File: src/rtl/rv32_pkg.sv
// rv32_pkg: shared RV32I constants for the writeback stage.
// Latency: n/a (types and constants only).
// Backpressure: n/a.
package rv32_pkg;

    localparam int XLEN = 32;

    // Load funct3 encodings (3, 6 and 7 are not loads)
    localparam logic [2:0] F3_LB  = 3'd0;
    localparam logic [2:0] F3_LH  = 3'd1;
    localparam logic [2:0] F3_LW  = 3'd2;
    localparam logic [2:0] F3_LBU = 3'd4;
    localparam logic [2:0] F3_LHU = 3'd5;

    typedef enum logic [1:0] {
        WB_IDLE = 2'd0,
        WB_REQ  = 2'd1,
        WB_WAIT = 2'd2
    } wb_state_t;

endpackage

File: src/rtl/wb_load_align.sv
// wb_load_align: selects and sign/zero-extends load data from a memory word,
// and flags whether the funct3/offset combination is a legal, aligned load.
// Latency: combinational. Backpressure: none.
// Ports: i_funct3 load type, i_offset byte offset in the word, i_rdata memory
//        word; o_data extended result, o_legal load is legal and aligned.
module wb_load_align
    import rv32_pkg::*;
(
    input  logic [2:0]      i_funct3,
    input  logic [1:0]      i_offset,
    input  logic [XLEN-1:0] i_rdata,
    output logic [XLEN-1:0] o_data,
    output logic            o_legal
);

    logic [7:0]  w_byte;
    logic [15:0] w_half;

    // Halfword selection only looks at offset[1]; offset[0] is the misalignment bit.
    assign w_byte = i_rdata[{i_offset, 3'b000} +: 8];
    assign w_half = i_rdata[{i_offset[1], 4'b0000} +: 16];

    always_comb begin
        o_data  = '0;
        o_legal = 1'b0;
        case (i_funct3)
            F3_LB: begin
                o_data  = {{24{w_byte[7]}}, w_byte};
                o_legal = 1'b1;
            end
            F3_LBU: begin
                o_data  = {24'd0, w_byte};
                o_legal = 1'b1;
            end
            F3_LH: begin
                o_data  = {{16{w_half[15]}}, w_half};
                o_legal = ~i_offset[0];
            end
            F3_LHU: begin
                o_data  = {16'd0, w_half};
                o_legal = ~i_offset[0];
            end
            F3_LW: begin
                o_data  = i_rdata;
                o_legal = (i_offset == 2'b00);
            end
            default: begin
                o_data  = '0;
                o_legal = 1'b0;
            end
        endcase
    end

endmodule

File: src/rtl/wb_stage.sv
// wb_stage: RV32I writeback; retires ALU results and runs loads against data
// memory (request, wait, align/extend) before driving the register-file port.
// Latency: ALU 1 cycle; load >= 2 cycles. Backpressure: stall_o held while a load is in flight.
// Ports: ex_* retiring instruction; dmem_* single-cycle read request/response;
//        rf_* register-file write port; misalign_o/bus_err_o one-cycle error pulses.
module wb_stage
    import rv32_pkg::*;
#(
    parameter int unsigned TIMEOUT_CYCLES = 255
) (
    input  logic            clk_i,
    input  logic            rst_i,
    input  logic            ex_valid_i,
    input  logic [4:0]      ex_rd_i,
    input  logic [XLEN-1:0] ex_result_i,
    input  logic            ex_is_load_i,
    input  logic [2:0]      ex_funct3_i,
    output logic            dmem_req_o,
    output logic [XLEN-1:0] dmem_addr_o,
    input  logic            dmem_rvalid_i,
    input  logic [XLEN-1:0] dmem_rdata_i,
    output logic            stall_o,
    output logic            misalign_o,
    output logic            bus_err_o,
    output logic            rf_wr_en_o,
    output logic [4:0]      rf_waddr_o,
    output logic [XLEN-1:0] rf_wdata_o
);

    localparam logic [9:0] LP_CNT_LAST = 10'(TIMEOUT_CYCLES - 1);

    wb_state_t       r_state,   w_state_nxt;
    logic [9:0]      r_cnt,     w_cnt_nxt;
    logic [4:0]      r_rd,      w_rd_nxt;
    logic [2:0]      r_funct3,  w_funct3_nxt;
    logic [1:0]      r_off,     w_off_nxt;
    logic [29:0]     r_addr_hi, w_addr_hi_nxt;
    logic            r_wr_en,   w_wr_en_nxt;
    logic [4:0]      r_waddr,   w_waddr_nxt;
    logic [XLEN-1:0] r_wdata,   w_wdata_nxt;
    logic            r_mis,     w_mis_nxt;
    logic            r_berr,    w_berr_nxt;

    logic [2:0]      w_al_funct3;
    logic [1:0]      w_al_off;
    logic [XLEN-1:0] w_al_data;
    logic            w_al_legal;

    // One aligner serves both jobs: in IDLE it checks the incoming load's
    // legality; once a load is in flight it aligns the returning word.
    assign w_al_funct3 = (r_state == WB_IDLE) ? ex_funct3_i      : r_funct3;
    assign w_al_off    = (r_state == WB_IDLE) ? ex_result_i[1:0] : r_off;

    wb_load_align u_align (
        .i_funct3 (w_al_funct3),
        .i_offset (w_al_off),
        .i_rdata  (dmem_rdata_i),
        .o_data   (w_al_data),
        .o_legal  (w_al_legal)
    );

    always_ff @(posedge clk_i or posedge rst_i) begin
        if (rst_i) begin
            r_state   <= WB_IDLE;
            r_cnt     <= '0;
            r_rd      <= '0;
            r_funct3  <= '0;
            r_off     <= '0;
            r_addr_hi <= '0;
            r_wr_en   <= 1'b0;
            r_waddr   <= '0;
            r_wdata   <= '0;
            r_mis     <= 1'b0;
            r_berr    <= 1'b0;
        end else begin
            r_state   <= w_state_nxt;
            r_cnt     <= w_cnt_nxt;
            r_rd      <= w_rd_nxt;
            r_funct3  <= w_funct3_nxt;
            r_off     <= w_off_nxt;
            r_addr_hi <= w_addr_hi_nxt;
            r_wr_en   <= w_wr_en_nxt;
            r_waddr   <= w_waddr_nxt;
            r_wdata   <= w_wdata_nxt;
            r_mis     <= w_mis_nxt;
            r_berr    <= w_berr_nxt;
        end
    end

    always_comb begin
        w_state_nxt   = r_state;
        w_cnt_nxt     = r_cnt;
        w_rd_nxt      = r_rd;
        w_funct3_nxt  = r_funct3;
        w_off_nxt     = r_off;
        w_addr_hi_nxt = r_addr_hi;
        w_wr_en_nxt   = 1'b0;
        w_waddr_nxt   = r_waddr;
        w_wdata_nxt   = r_wdata;
        w_mis_nxt     = 1'b0;
        w_berr_nxt    = 1'b0;

        case (r_state)
            WB_IDLE: begin
                if (ex_valid_i) begin
                    if (!ex_is_load_i) begin
                        w_wr_en_nxt = (ex_rd_i != 5'd0);
                        w_waddr_nxt = ex_rd_i;
                        w_wdata_nxt = ex_result_i;
                    end else if (w_al_legal) begin
                        w_rd_nxt      = ex_rd_i;
                        w_funct3_nxt  = ex_funct3_i;
                        w_off_nxt     = ex_result_i[1:0];
                        w_addr_hi_nxt = ex_result_i[31:2];
                        w_state_nxt   = WB_REQ;
                    end else begin
                        w_mis_nxt = 1'b1;
                    end
                end
            end
            WB_REQ: begin
                // Zero-wait memory may answer in the request cycle itself.
                if (dmem_rvalid_i) begin
                    w_wr_en_nxt = (r_rd != 5'd0);
                    w_waddr_nxt = r_rd;
                    w_wdata_nxt = w_al_data;
                    w_state_nxt = WB_IDLE;
                end else begin
                    w_cnt_nxt   = '0;
                    w_state_nxt = WB_WAIT;
                end
            end
            WB_WAIT: begin
                // A response in the last allowed cycle still wins over the timeout.
                if (dmem_rvalid_i) begin
                    w_wr_en_nxt = (r_rd != 5'd0);
                    w_waddr_nxt = r_rd;
                    w_wdata_nxt = w_al_data;
                    w_state_nxt = WB_IDLE;
                end else if (r_cnt == LP_CNT_LAST) begin
                    w_berr_nxt  = 1'b1;
                    w_state_nxt = WB_IDLE;
                end else begin
                    w_cnt_nxt = r_cnt + 10'd1;
                end
            end
            default: begin
                w_state_nxt = WB_IDLE;
            end
        endcase
    end

    assign stall_o     = (r_state != WB_IDLE);
    assign dmem_req_o  = (r_state == WB_REQ);
    assign dmem_addr_o = {r_addr_hi, 2'b00};
    assign misalign_o  = r_mis;
    assign bus_err_o   = r_berr;
    assign rf_wr_en_o  = r_wr_en;
    assign rf_waddr_o  = r_waddr;
    assign rf_wdata_o  = r_wdata;

endmodule

File: config.mk
export PLATFORM = sky130hd
export DESIGN_NAME = wb_stage
export DESIGN_NICKNAME = d
export VERILOG_FILES = /design/src/rtl/rv32_pkg.sv /design/src/rtl/wb_load_align.sv /design/src/rtl/wb_stage.sv
export SDC_FILE = /design/constraint.sdc
export NUM_CORES = 1
export LEC_CHECK = 0
export CORE_MARGIN = 10
export CORE_UTILIZATION = 47
export CTS_CLUSTER_DIAMETER = 120
export DETAILED_ROUTE_END_ITERATION = 10
export PLACE_DENSITY = 0.8
export SYNTH_ARGS = -nofsm -noshare
export SYNTH_HDL_FRONTEND = slang
export SYNTH_SLANG_ARGS = --single-unit
File: constraint.sdc
create_clock -name clk_i -period 4.5 [get_ports clk_i]
set_clock_uncertainty 0.15 [all_clocks]
set_input_delay 1.125 -clock clk_i [delete_from_list [all_inputs] [get_ports clk_i]]
set_output_delay 1.125 -clock clk_i [all_outputs]
set_load 0.005 [all_outputs]
==> key figures <==
Detailed routing
  – Routed Antenna Nets: 0
  – Highest metal used: met4
  – Drt first pass iters: 6
  – Routed wl met2: 7120 um
  – Vias/cell: 5.67
  – DRC errors left: 0
  – Length of routed met3 wiring: 1170 um
  – Initial drt markers: 238
  – Post-Route WL: 14300 um
  – M1 WL: 5620 um
  – DR WL/cell: 19.9 um
  – Via count: 4079

Floorplanning
  – Die W: 122 um
  – Starting Density: 47.7%
  – Io pins: 151
  – Die area: 0.0148 mm^2
  – Die Y: 122 um
  – Area of the core: 0.0102 mm^2
  – Row cnt: 37

Setup path
  – WS Path Type: primary input to flop
  – CP arrival: 3510 ps
  – CP Data Required Time: 4610 ps
  – Crit end category: flop
  – Worst Path Max Fanout: 26
  – R2R depth: 8
  – Critical path startpoint category: primary input

Clocking
  – Root buf cell: clkbuf_8
  – Worst-Skew Late Latency: 360 ps
  – CTS tree: yes
  – PostCTS Resize Cnt: 0
  – Clk sinks: 92
  – CTS Buf Count: 9
  – Clk pin slew, worst setup/hold paths: 100 ps
  – Setup Fix Bufs, Post-CTS: 0
  – H-Tree Depth: 3
  – CTS Buffer Depth: 2
  – # hold bufs at CTS: 0

GRT
  – GRT Total Usage: 19.1%
  – Grt ovf: 0
  – Initial antenna violation count: 2
  – First-pass GRT wire length: 22300 um
  – Via count of the first global-routing pass: 4194
  – Largest net degree at the start of global routing: 52

Finish
  – Area of the multi-input gates: 0.00237 mm^2
  – Most common cell after layout, fill and taps aside: clkdlybuf4s50_1
  – Cell Count, Final, Fillers Out: 719
  – Final nets: 659
  – Commonest non-fill, non-tap cells in the layout: clkdlybuf4s50_1 (148), dfrtp_1 (92), nand2_1 (36)
  – Layout cells sized above 1: 14.6%
  – Area growth syn-to-layout: 36.2%
  – Fillcell total: 795
  – FF+latch area: 0.00230 mm^2

Synth
  – Asr flop ratio synth: 100%
  – Sequential area share after synthesis: 47.2%
  – FF+latch count, synth: 92
  – Cells after Synth: 439
  – Yosys warns: 0
  – Synthesized cell area: 0.00488 mm^2
  – Distinct cells, synth: 52
  – Synthesized area per cell: 11.1 um^2
  – Post-synth top flop: dfrtp_1
  – Count of flip-flops with a built-in enable after synthesis: 0

STA
  – Fin Setup TNS: 0 ps
  – Slew @ Worst Pin: 760 ps
  – Fin crit share: 75.8%
  – Slew Limit Fails: 0
  – Final setup fails: 0
  – Fmax: 293 MHz
  – Minimum clock period: 3410 ps
  – Final Hold Viols: 0
  – Hold slack: 347 ps
  – Worst slew margin: 47.9%
  – RSZ-0062 raised after global routing: no
  – Worst setup margin: 1090 ps

Place
  – Gpl congestion: 0.918
  – Placed cells: 701
  – Buffers on Ports: 148
  – DP Wirelength: 11200 um
  – Placement Setup Slack: 712 ps

Power and ir drop
  – Power density of the placed cells: 663 mW/mm^2
  – VDD IR max: 0.000310 V
  – P_leak: 2.72 nW
  – Power, Total: 4.40 mW

Outcome
  – Status: completed

Min path
  – Hold WC Path Type: flop to flop
  – Hold path depth: 1

Job
  – Total of max-cap violations: 0
kinds of logic after synthesis:
group	synth area share (%)
AO/OA/AOI/OAI	18.5
buffers and inverters	4.39
AND/OR/NAND/NOR	14.0
other	0.0769
adder cells (fa/ha/maj)	1.54
XOR/XNOR	1.08
flip-flops	47.2
multiplexers	13.3
through the flow:
step / cell area, um^2 / util, %
finish: 6640 / 64.9
global route: 6640 / 64.9
CTS: 6640 / 64.9
detailed placement: 6430 / 62.9
global placement: 6430 / 62.9
floorplan: 4880 / -
cell usage after synthesis (2+ instances only):
master / number / area [um^2]
a211oi_1: 2 / 15.0
a21oi_1: 14 / 70.1
a221o_1: 8 / 80.1
a222oi_1: 7 / 70.1
a31oi_1: 18 / 113
and2_1: 2 / 12.5
and3_1: 3 / 18.8
and4_1: 2 / 17.5
buf_2: 3 / 15.0
buf_4: 4 / 30.0
buf_6: 6 / 67.6
clkbuf_1: 17 / 63.8
dfrtp_1: 92 / 2300
ha_1: 6 / 75.1
inv_1: 8 / 30.0
mux2_1: 5 / 56.3
mux2_2: 35 / 394
mux2i_1: 17 / 170
mux2i_2: 2 / 27.5
nand2_1: 36 / 135
nand2b_1: 17 / 106
nand3_1: 9 / 45.0
nand4_1: 4 / 25.0
nor2_1: 20 / 75.1
nor2b_1: 18 / 113
nor3_1: 8 / 40.0
nor3b_1: 7 / 52.6
o211ai_1: 8 / 60.1
o211ai_2: 10 / 125
o21ai_0: 11 / 55.1
o221ai_1: 9 / 78.8
o2bb2ai_1: 7 / 61.3
xnor2_1: 2 / 17.5
xor2_1: 4 / 35.0
worst max-delay path: stages:
cell	delay, ps
clkdlybuf4s50_1	480
mux2i_2	420
o211ai_1	200
a21oi_1	240
and2_2	440
buf_12	240
mux2_2	350
worst paths after layout:
kind / slack [ps] / end / from
max: 1090 / r_rd[0] / ex_funct3_i[1]
min: 350 / r_addr_hi[7] / r_addr_hi[7]
max reg2reg: 1240 / r_rd[0] / r_state[0]
min reg2reg: 350 / r_addr_hi[7] / r_addr_hi[7]
max in group asynchronous: 2390 / r_addr_hi[20] / rst_i
min in group asynchronous: 1040 / r_addr_hi[0] / rst_i
power by group:
group	switching [mW]	leakage, nW	internal (mW)
Combinational	1.11	1.49	1.27
Sequential	0.241	1.14	1.20
Clock	0.315	0.0973	0.265
sequential cells by signal, summed over array words and instances, names as in the netlist:
name	flops
r_funct3	3
rf_wr_en_o	1
bus_err_o	1
r_state	2
r_off	2
r_cnt	10
r_rd	5
misalign_o	1
r_addr_hi	30
rf_wdata_o	32
rf_waddr_o	5
final cells by class:
type,count,share of cell area (%)
Sequential cell,92,34.7
Tap cell,136,2.56
Timing Repair Buffer,156,23.4
Multi-Input combinational cell,308,35.7
Antenna cell,2,0.0754
Inverter,9,0.546
Clock inverter,7,1.21
Clock buffer,9,1.87
metal layers:
layer  GRT usage [%]  vias up
met5               0        -
met4            7.90        0
met3            5.78       28
met2            31.2      152
met1            22.9     1996
li1                -     1903
(Power assumes the default switching activity.)
